==> src/rtl/comparator_serial_n.sv <==
// Multi-cycle magnitude comparator: walks the operands DIGIT bits per clock,
// MSB chunk first, stopping at the first differing chunk. Signed mode flips
// the operand MSBs so a plain unsigned chunk compare orders two's-complement
// values correctly.
module comparator_serial_n #(
   parameter int unsigned WIDTH = 8,
   parameter int unsigned DIGIT = 2
) (
   input  logic             clk,
   input  logic             reset,
   input  logic             start,
   input  logic             signed_mode,
   input  logic [WIDTH-1:0] a,
   input  logic [WIDTH-1:0] b,
   output logic             busy,
   output logic             done,
   output logic             greater,
   output logic             less,
   output logic             equal
);

   localparam int unsigned N    = WIDTH / DIGIT;
   localparam int unsigned IDXW = (N > 1) ? $clog2(N) : 1;

   typedef enum logic [1:0] {
      IDLE    = 2'd0,
      COMPARE = 2'd1,
      DONE    = 2'd2
   } state_t;

   state_t            state;
   state_t            state_nxt;
   logic [WIDTH-1:0]  op_a;
   logic [WIDTH-1:0]  op_b;
   logic [IDXW-1:0]   idx;
   logic [DIGIT-1:0]  chunk_a;
   logic [DIGIT-1:0]  chunk_b;
   logic              chunk_gt;
   logic              chunk_lt;
   logic              last_chunk;
   logic              load;
   logic              advance;
   logic              result_wr;

   // Operands are shifted left each cycle, so the active chunk is always on top.
   assign chunk_a    = op_a[WIDTH-1 -: DIGIT];
   assign chunk_b    = op_b[WIDTH-1 -: DIGIT];
   assign chunk_gt   = (chunk_a > chunk_b);
   assign chunk_lt   = (chunk_a < chunk_b);
   assign last_chunk = (idx == IDXW'(N - 1));

   assign busy = (state == COMPARE);
   assign done = (state == DONE);

   // State register.
   always_ff @(posedge clk) begin
      if (reset) begin
         state <= IDLE;
      end else begin
         state <= state_nxt;
      end
   end

   // Next-state and datapath control decode.
   always_comb begin
      state_nxt = state;
      load      = 1'b0;
      advance   = 1'b0;
      result_wr = 1'b0;
      case (state)
         IDLE: begin
            if (start) begin
               load      = 1'b1;
               state_nxt = COMPARE;
            end
         end
         COMPARE: begin
            if (chunk_gt || chunk_lt || last_chunk) begin
               result_wr = 1'b1;
               state_nxt = DONE;
            end else begin
               advance = 1'b1;
            end
         end
         DONE: begin
            state_nxt = IDLE;
         end
         default: begin
            state_nxt = IDLE;
         end
      endcase
   end

   // Operand shift registers, chunk index and held result flags.
   always_ff @(posedge clk) begin
      if (reset) begin
         op_a    <= '0;
         op_b    <= '0;
         idx     <= '0;
         greater <= 1'b0;
         less    <= 1'b0;
         equal   <= 1'b0;
      end else begin
         if (load) begin
            op_a <= a ^ (WIDTH'(signed_mode) << (WIDTH - 1));
            op_b <= b ^ (WIDTH'(signed_mode) << (WIDTH - 1));
            idx  <= '0;
         end else if (advance) begin
            op_a <= WIDTH'({op_a, {DIGIT{1'b0}}});
            op_b <= WIDTH'({op_b, {DIGIT{1'b0}}});
            idx  <= idx + IDXW'(1);
         end
         if (result_wr) begin
            greater <= chunk_gt;
            less    <= chunk_lt;
            equal   <= ~chunk_gt & ~chunk_lt;
         end
      end
   end

endmodule

==> config.mk <==
export PLATFORM = sky130hd
export DESIGN_NAME = comparator_serial_n
export DESIGN_NICKNAME = d
export VERILOG_FILES = /design/src/rtl/comparator_serial_n.sv
export SDC_FILE = /design/constraint.sdc
export NUM_CORES = 1
export LEC_CHECK = 0
export BUFFER_PORTS_ARGS = -buffer_cell sky130_fd_sc_hd__buf_2
export CAP_MARGIN = 20
export CORE_MARGIN = 1
export CORE_UTILIZATION = 41
export CTS_CLUSTER_DIAMETER = 150
export CTS_CLUSTER_SIZE = 20
export DETAILED_ROUTE_END_ITERATION = 10
export PLACE_DENSITY = 0.63
export SYNTH_ARGS = -nofsm -noshare
export SYNTH_HDL_FRONTEND = slang
export SYNTH_SLANG_ARGS = --single-unit
==> constraint.sdc <==
create_clock -name clk -period 1.65 [get_ports clk]
set_input_delay 0.33 -clock clk [delete_from_list [all_inputs] [get_ports clk]]
set_output_delay 0.33 -clock clk [all_outputs]
set_load 0.005 [all_outputs]
==> flow_summary.json, run 1 <==
{
  "status": "completed",
  "grt_usage_pct": 17.2,
  "drv_cap": 0,
  "top_layer_used": "met4",
  "coreArea_um2": 2540,
  "netlist_area_um2": 1120,
  "ios": 25,
  "num_vias": 961,
  "p_switching_uw": 399,
  "grt_pass1_wl_mm": 3.64,
  "cts_root_buffer": "clkbuf_4",
  "p_clk_share_pct": 20.0,
  "slew_headroom_pct": 65.8,
  "synth_nets": 151,
  "drv_slew": 0,
  "dp_cells": 179,
  "hold_violations": 0,
  "wl_per_cell_um": 11.8,
  "die_y_um": 54.4,
  "cp-end-kind": "flop",
  "multiInputGateArea_um2": 616,
  "critical_path.cell_chain": "inv_1 > ha_4 > and2_4 > and4_4 > buf_4 > a21oi_1 > a211oi_1",
  "maxClockFrequency_mhz": 629,
  "final_cells": 184,
  "initial_core_util_pct": 44.2,
  "critPathKind": "reg -> reg",
  "cts_tree": "done",
  "critical_path.max_stage_delay_ns": 0.35,
  "hold_buffers": 0,
  "power_density_nw_per_um2": 954,
  "setup_viol": 0,
  "crit_fanout": 4,
  "drive_gt1_share_pct": 36.4,
  "cts_sinks": 23,
  "wl_met2_mm": 1.01,
  "fillers": 241,
  "htreeDepth": 1,
  "vias_per_cell": 5.22,
  "critPathSlowestCell": "dfxtp_2",
  "synth_warnings": 0,
  "grt_max_degree": 24,
  "routed_wirelength_mm": 2.18,
  "synth_cell_type_count": 29,
  "num_antenna_cells": 0,
  "seqPwrFrac_pct": 50.4,
  "ant_nets": 0,
  "critPathRequiredTime_ns": 1.88,
  "crit_path_start_kind": "flop",
  "clockBufferDepth": 2,
  "dr.pass1.iters": 4,
  "areaGrowthSynthToFinish_pct": 20.0,
  "finalCriticalPeriod_ns": 1.59,
  "gp_congestion": 0.805,
  "swShare_pct": 31.0,
  "combPwrFrac_pct": 29.6,
  "nNetsFinal": 178,
  "antenna_found_initial": 0,
  "grt_overflow": 0,
  "placementRows": 18,
  "p_total_mw": 1.29,
  "register_area_um2": 463,
  "dpl.hpwl_mm": 1.54,
  "numCtsBuffers": 3,
  "yosysSeqAreaShare_pct": 40.9,
  "wl_met3_um": 81,
  "numPortBuffers": 24,
  "fin_crit_sh_pct": 96.4,
  "dpl-instance-area_um2": 1280,
  "die-area_um2": 2960,
  "hold_class": "in -> reg",
  "drc": 0,
  "ir_worst_vdd_uv": 623,
  "die_w_um": 54.4,
  "holdWs_ns": 0.251,
  "post-place-ws_ns": -0.0709,
  "setup_tns_ns": 0,
  "grt_pass1_vias": 875,
  "finalClockSkew_ns": 0.00301,
  "design_area_um2": 1350,
  "clock_latency_ns": 0.31,
  "post-route-util_pct": 53.0,
  "rsz0062_at_grt": "no",
  "p_int_uw": 889,
  "syn_inst": 128,
  "synth-seq-cells": 23,
  "tightest_slew_ns": 0.512,
  "leakagePower_nw": 0.553,
  "fin_ws_ns": 0.0591,
  "worstPathArrival_ns": 1.82,
  "cp_num_buf_inv": 2,
  "cp_top_family": "simple AND/OR/NAND/NOR gates",
  "dr.first_iter.drc_count": 11,
  "path_clk_slew_ns": 0.12,
  "wl_met1_mm": 1.05,
  "synth.avg_cell_area_um2": 8.79
}
==> per-layer routing <==
metal / GRT usage, % / vias up
met1: 22.0 / 440
li1: - / 494
met3: 3.33 / 4
met5: 0 / -
met2: 27.0 / 23
met4: 8.97 / 0
==> final timing paths <==
path | slack, ns | cells past startpoint | from | end
worst max-delay path | 0.06 | 7 | op_b[7]$_SDFFE_PP0P_ | op_b[2]$_SDFFE_PP0P_
worst min-delay path | 0.25 | 3 | b[1] | op_b[1]$_SDFFE_PP0P_
worst max register to register | 0.06 | 7 | op_b[7]$_SDFFE_PP0P_ | op_b[2]$_SDFFE_PP0P_
worst min register to register | 0.46 | 2 | greater$_SDFFE_PP0P_ | greater$_SDFFE_PP0P_
==> power by group through the flow <==
stage	Sequential [mW]	Combinational (mW)	Clock (mW)
2_1_floorplan	0.650	0.263	0
3_3_place_gp	0.656	0.336	0
3_5_place_dp	0.657	0.347	0
4_1_cts	0.645	0.362	0.267
5_1_grt	0.656	0.428	0.301
6_report	0.649	0.381	0.258
==> sequential cells by signal, summed over array words and instances, names as in the netlist <==
signal   cells
op_a         8
op_b         8
idx          2
state        2
equal        1
greater      1
less         1
==> cells by family after synthesis <==
logic type | synth area share, %
compound gates | 24.7
simple gates | 20.8
flops | 40.9
xor+xnor | 2.34
fa+ha+maj | 3.34
buf+inv | 7.01
mux | 0.890
==> cell usage after synthesis <==
library cell	number	area (um^2)
nand2b_1	1	6.26
inv_1	4	15.0
nand2_1	20	75.1
clkbuf_1	4	15.0
mux2i_1	1	10.0
a21oi_1	16	80.1
buf_2	2	10.0
o211ai_1	1	7.51
nor2b_1	1	6.26
nor2b_2	1	8.76
nand4_2	1	12.5
nor3_2	2	20.0
nor3b_1	1	7.51
a211oi_1	5	37.5
buf_6	1	11.3
ha_1	3	37.5
xnor2_1	3	26.3
a211oi_2	6	75.1
and4_1	1	8.76
and2b_1	1	7.51
nand3_1	4	20.0
buf_4	1	7.51
a21oi_2	6	52.6
dfxtp_1	23	460
buf_12	1	20.0
and2_1	2	12.5
nor2_1	13	48.8
a311o_1	1	10.0
a21o_1	2	15.0
==> area by class of cell <==
class | count | area share (%)
clock buffer | 4 | 1.95
timing repair buffer | 31 | 14.3
multi-input combinational | 92 | 45.6
inverter | 4 | 1.11
sequential | 23 | 34.3
tap | 30 | 2.78
==> placed cells by master, fill, tap and decap left out <==
cell type / Yosys / layout
a211oi_1: 5 / 5
a211oi_2: 6 / 6
a21o_1: 2 / 2
a21oi_1: 16 / 16
a21oi_2: 6 / 6
a311o_1: 1 / 1
and2_1: 2 / 1
and2_4: 0 / 1
and2b_1: 1 / 1
and4_4: 0 / 1
buf_12: 1 / 1
buf_2: 2 / 24
buf_4: 1 / 5
buf_8: 0 / 1
clkbuf_1: 4 / 1
clkbuf_4: 0 / 3
dfxtp_1: 23 / 21
dfxtp_2: 0 / 2
ha_1: 3 / 1
ha_4: 0 / 2
inv_1: 4 / 4
mux2i_1: 1 / 1
nand2_1: 20 / 20
nand2b_1: 1 / 1
nand3_1: 4 / 4
nand4_2: 1 / 1
nor2_1: 13 / 13
nor2b_1: 1 / 1
nor2b_2: 1 / 1
nor3_2: 2 / 2
nor3b_1: 1 / 1
o211ai_1: 1 / 1
xnor2_1: 3 / 3
==> worst min-delay path, delay by kind of cell <==
| kind | cells | cell delay (ns) |
|---|---|---|
| buffers and inverters | 1 | 0.09 |
| AO/OA/AOI/OAI | 1 | 0.05 |
| AND/OR/NAND/NOR | 1 | 0.04 |
==> what timing repair did <==
action	4_1_cts	5_1_grt
setup endpoints to repair	10	13
resized for setup	3	5
pin swaps	0	4
setup buffers	0	1
Power figures use the tool's default switching activity.
==> inputs of run 2 (changes only) <==
Settings changed: CORE_ASPECT_RATIO from default to 0.9, PLACE_DENSITY 0.63 to 0.67.
==> flow_summary.json, run 2 (synthesis results as in run 1) <==
{
  "nNetsFinal": 177,
  "leakagePower_nw": 0.545,
  "hold_class": "in -> reg",
  "wl_per_cell_um": 12.4,
  "finalClockSkew_ns": 0.00260,
  "maxClockFrequency_mhz": 630,
  "status": "finished with violations",
  "setup_tns_ns": 0,
  "die_y_um": 51.7,
  "crit_fanout": 5,
  "worstPathArrival_ns": 1.79,
  "grt_pass1_vias": 894,
  "vias_per_cell": 5.30,
  "slew_headroom_pct": 66.1,
  "routed_wirelength_mm": 2.25,
  "wl_met3_um": 66,
  "ir_worst_vdd_uv": 383,
  "cts_tree": "done",
  "fin_crit_sh_pct": 96.2,
  "p_total_mw": 1.29,
  "cts_sinks": 23,
  "die-area_um2": 2960,
  "die_w_um": 57.2,
  "coreArea_um2": 2530,
  "clock_latency_ns": 0.31,
  "antenna_found_initial": 0,
  "drv_slew": 0,
  "numCtsBuffers": 3,
  "dpl.hpwl_mm": 1.61,
  "tightest_slew_ns": 0.509,
  "placementRows": 17,
  "top_regs": "op_a: 8 flops, op_b: 8 flops",
  "wl_met1_mm": 1.08,
  "numPortBuffers": 24,
  "ios": 25,
  "htreeDepth": 1,
  "critical_path.max_stage_delay_ns": 0.35,
  "dr.first_iter.drc_count": 31,
  "wl_met2_mm": 1.06,
  "grt_usage_pct": 16.2,
  "mostFrequentLayoutCells": "buf_2 (24), dfxtp_1 (21), nand2_1 (20)",
  "drv_cap": 0,
  "dr.pass1.iters": 7,
  "failed_checks": "design-rule violations",
  "num_antenna_cells": 0,
  "num_vias": 959,
  "setup_viol": 0,
  "layout_commonest_cell": "buf_2",
  "gp_congestion": 0.766,
  "critical_path.cell_chain": "inv_1 > ha_4 > and2_4 > and4_4 > buf_6 > mux2i_1 > nor3_2",
  "initial_core_util_pct": 44.4,
  "top_layer_used": "met4",
  "holdWs_ns": 0.240,
  "critPathSlowestCell": "dfxtp_2",
  "ant_nets": 0,
  "cp-end-kind": "flop",
  "critPathKind": "reg -> reg",
  "hold_violations": 0,
  "cts_root_buffer": "clkbuf_4",
  "path_clk_slew_ns": 0.13,
  "power_density_nw_per_um2": 959,
  "drive_gt1_share_pct": 39.2,
  "crit_path_start_kind": "flop",
  "critPathRequiredTime_ns": 1.85,
  "grt_overflow": 0,
  "drc": 3,
  "rsz0062_at_grt": "no",
  "clockBufferDepth": 2,
  "grt_pass1_wl_mm": 3.71,
  "areaGrowthSynthToFinish_pct": 19.4,
  "post_cts_buffers": 0,
  "grt_max_degree": 24,
  "finalCriticalPeriod_ns": 1.59
}
run 2: cell count changes in the layout (fill, tap and decap cells not counted), sizes merged:
cell    before  now
clkinv       0    1
clkbuf       4    3
buf         31   30
run 2: what timing repair did:
action | in CTS | in global routing
endpoints found under the hold margin | 0 | 0
gates resized for setup | 2 | 11
endpoints found under the setup margin | 8 | 13
pin swaps | 1 | 5
cloned | 0 | 1
hold buffers | 0 | 0
run 2: worst paths after layout:
kind | start | to | slack [ns] | cells after the start
max | op_a[6]$_SDFFE_PP0P_ | idx[1]$_SDFFE_PP0P_ | 0.06 | 7
min | a[0] | op_a[0]$_SDFFE_PP0P_ | 0.24 | 3
max reg2reg | op_a[6]$_SDFFE_PP0P_ | idx[1]$_SDFFE_PP0P_ | 0.06 | 7
min reg2reg | op_b[7]$_SDFFE_PP0P_ | op_b[7]$_SDFFE_PP0P_ | 0.46 | 2
run 2: routing by layer:
layer | vias to the layer above | global-route usage [%]
li1 | 494 | -
met1 | 445 | 21.0
met2 | 15 | 27.1
met3 | 5 | 2.24
met4 | 0 | 7.32
met5 | - | 0
run 2: report_power, final:
part           switching [mW]  internal, mW  total, mW
Clock                   0.173        0.0907      0.263
Sequential             0.0374         0.613      0.650
Combinational           0.200         0.173      0.373
run 2: final cells by class:
cell class / count / area, um^2
clock inverters: 1 / 5.00
fillers: 243 / 1190
repair buffers: 30 / 173
multi-input cells: 92 / 629
inverters: 4 / 15.0
flip-flops and latches: 23 / 463
well taps: 28 / 35.0
clock buffers: 3 / 22.5
run 2: metrics by stage:
step                      util (%)  area [um^2]  std cells  worst slack, ns
after CTS                     50.9         1290        180           0.0109
final                         53.0         1340        181           0.0627
after floorplan                  -         1120        128           0.0389
after detailed placement      49.5         1250        176          -0.0193
after global placement        49.5         1250        176           0.0457
after global routing          53.0         1340        181          0.00606
run 2: worst max-delay path, delay by kind of cell, from the launching register on:
family        cells  cell delay [ns]
flops             1             0.35
simple gates      3             0.45
fa+ha+maj         1             0.26
mux               1             0.21
buf+inv           2             0.19
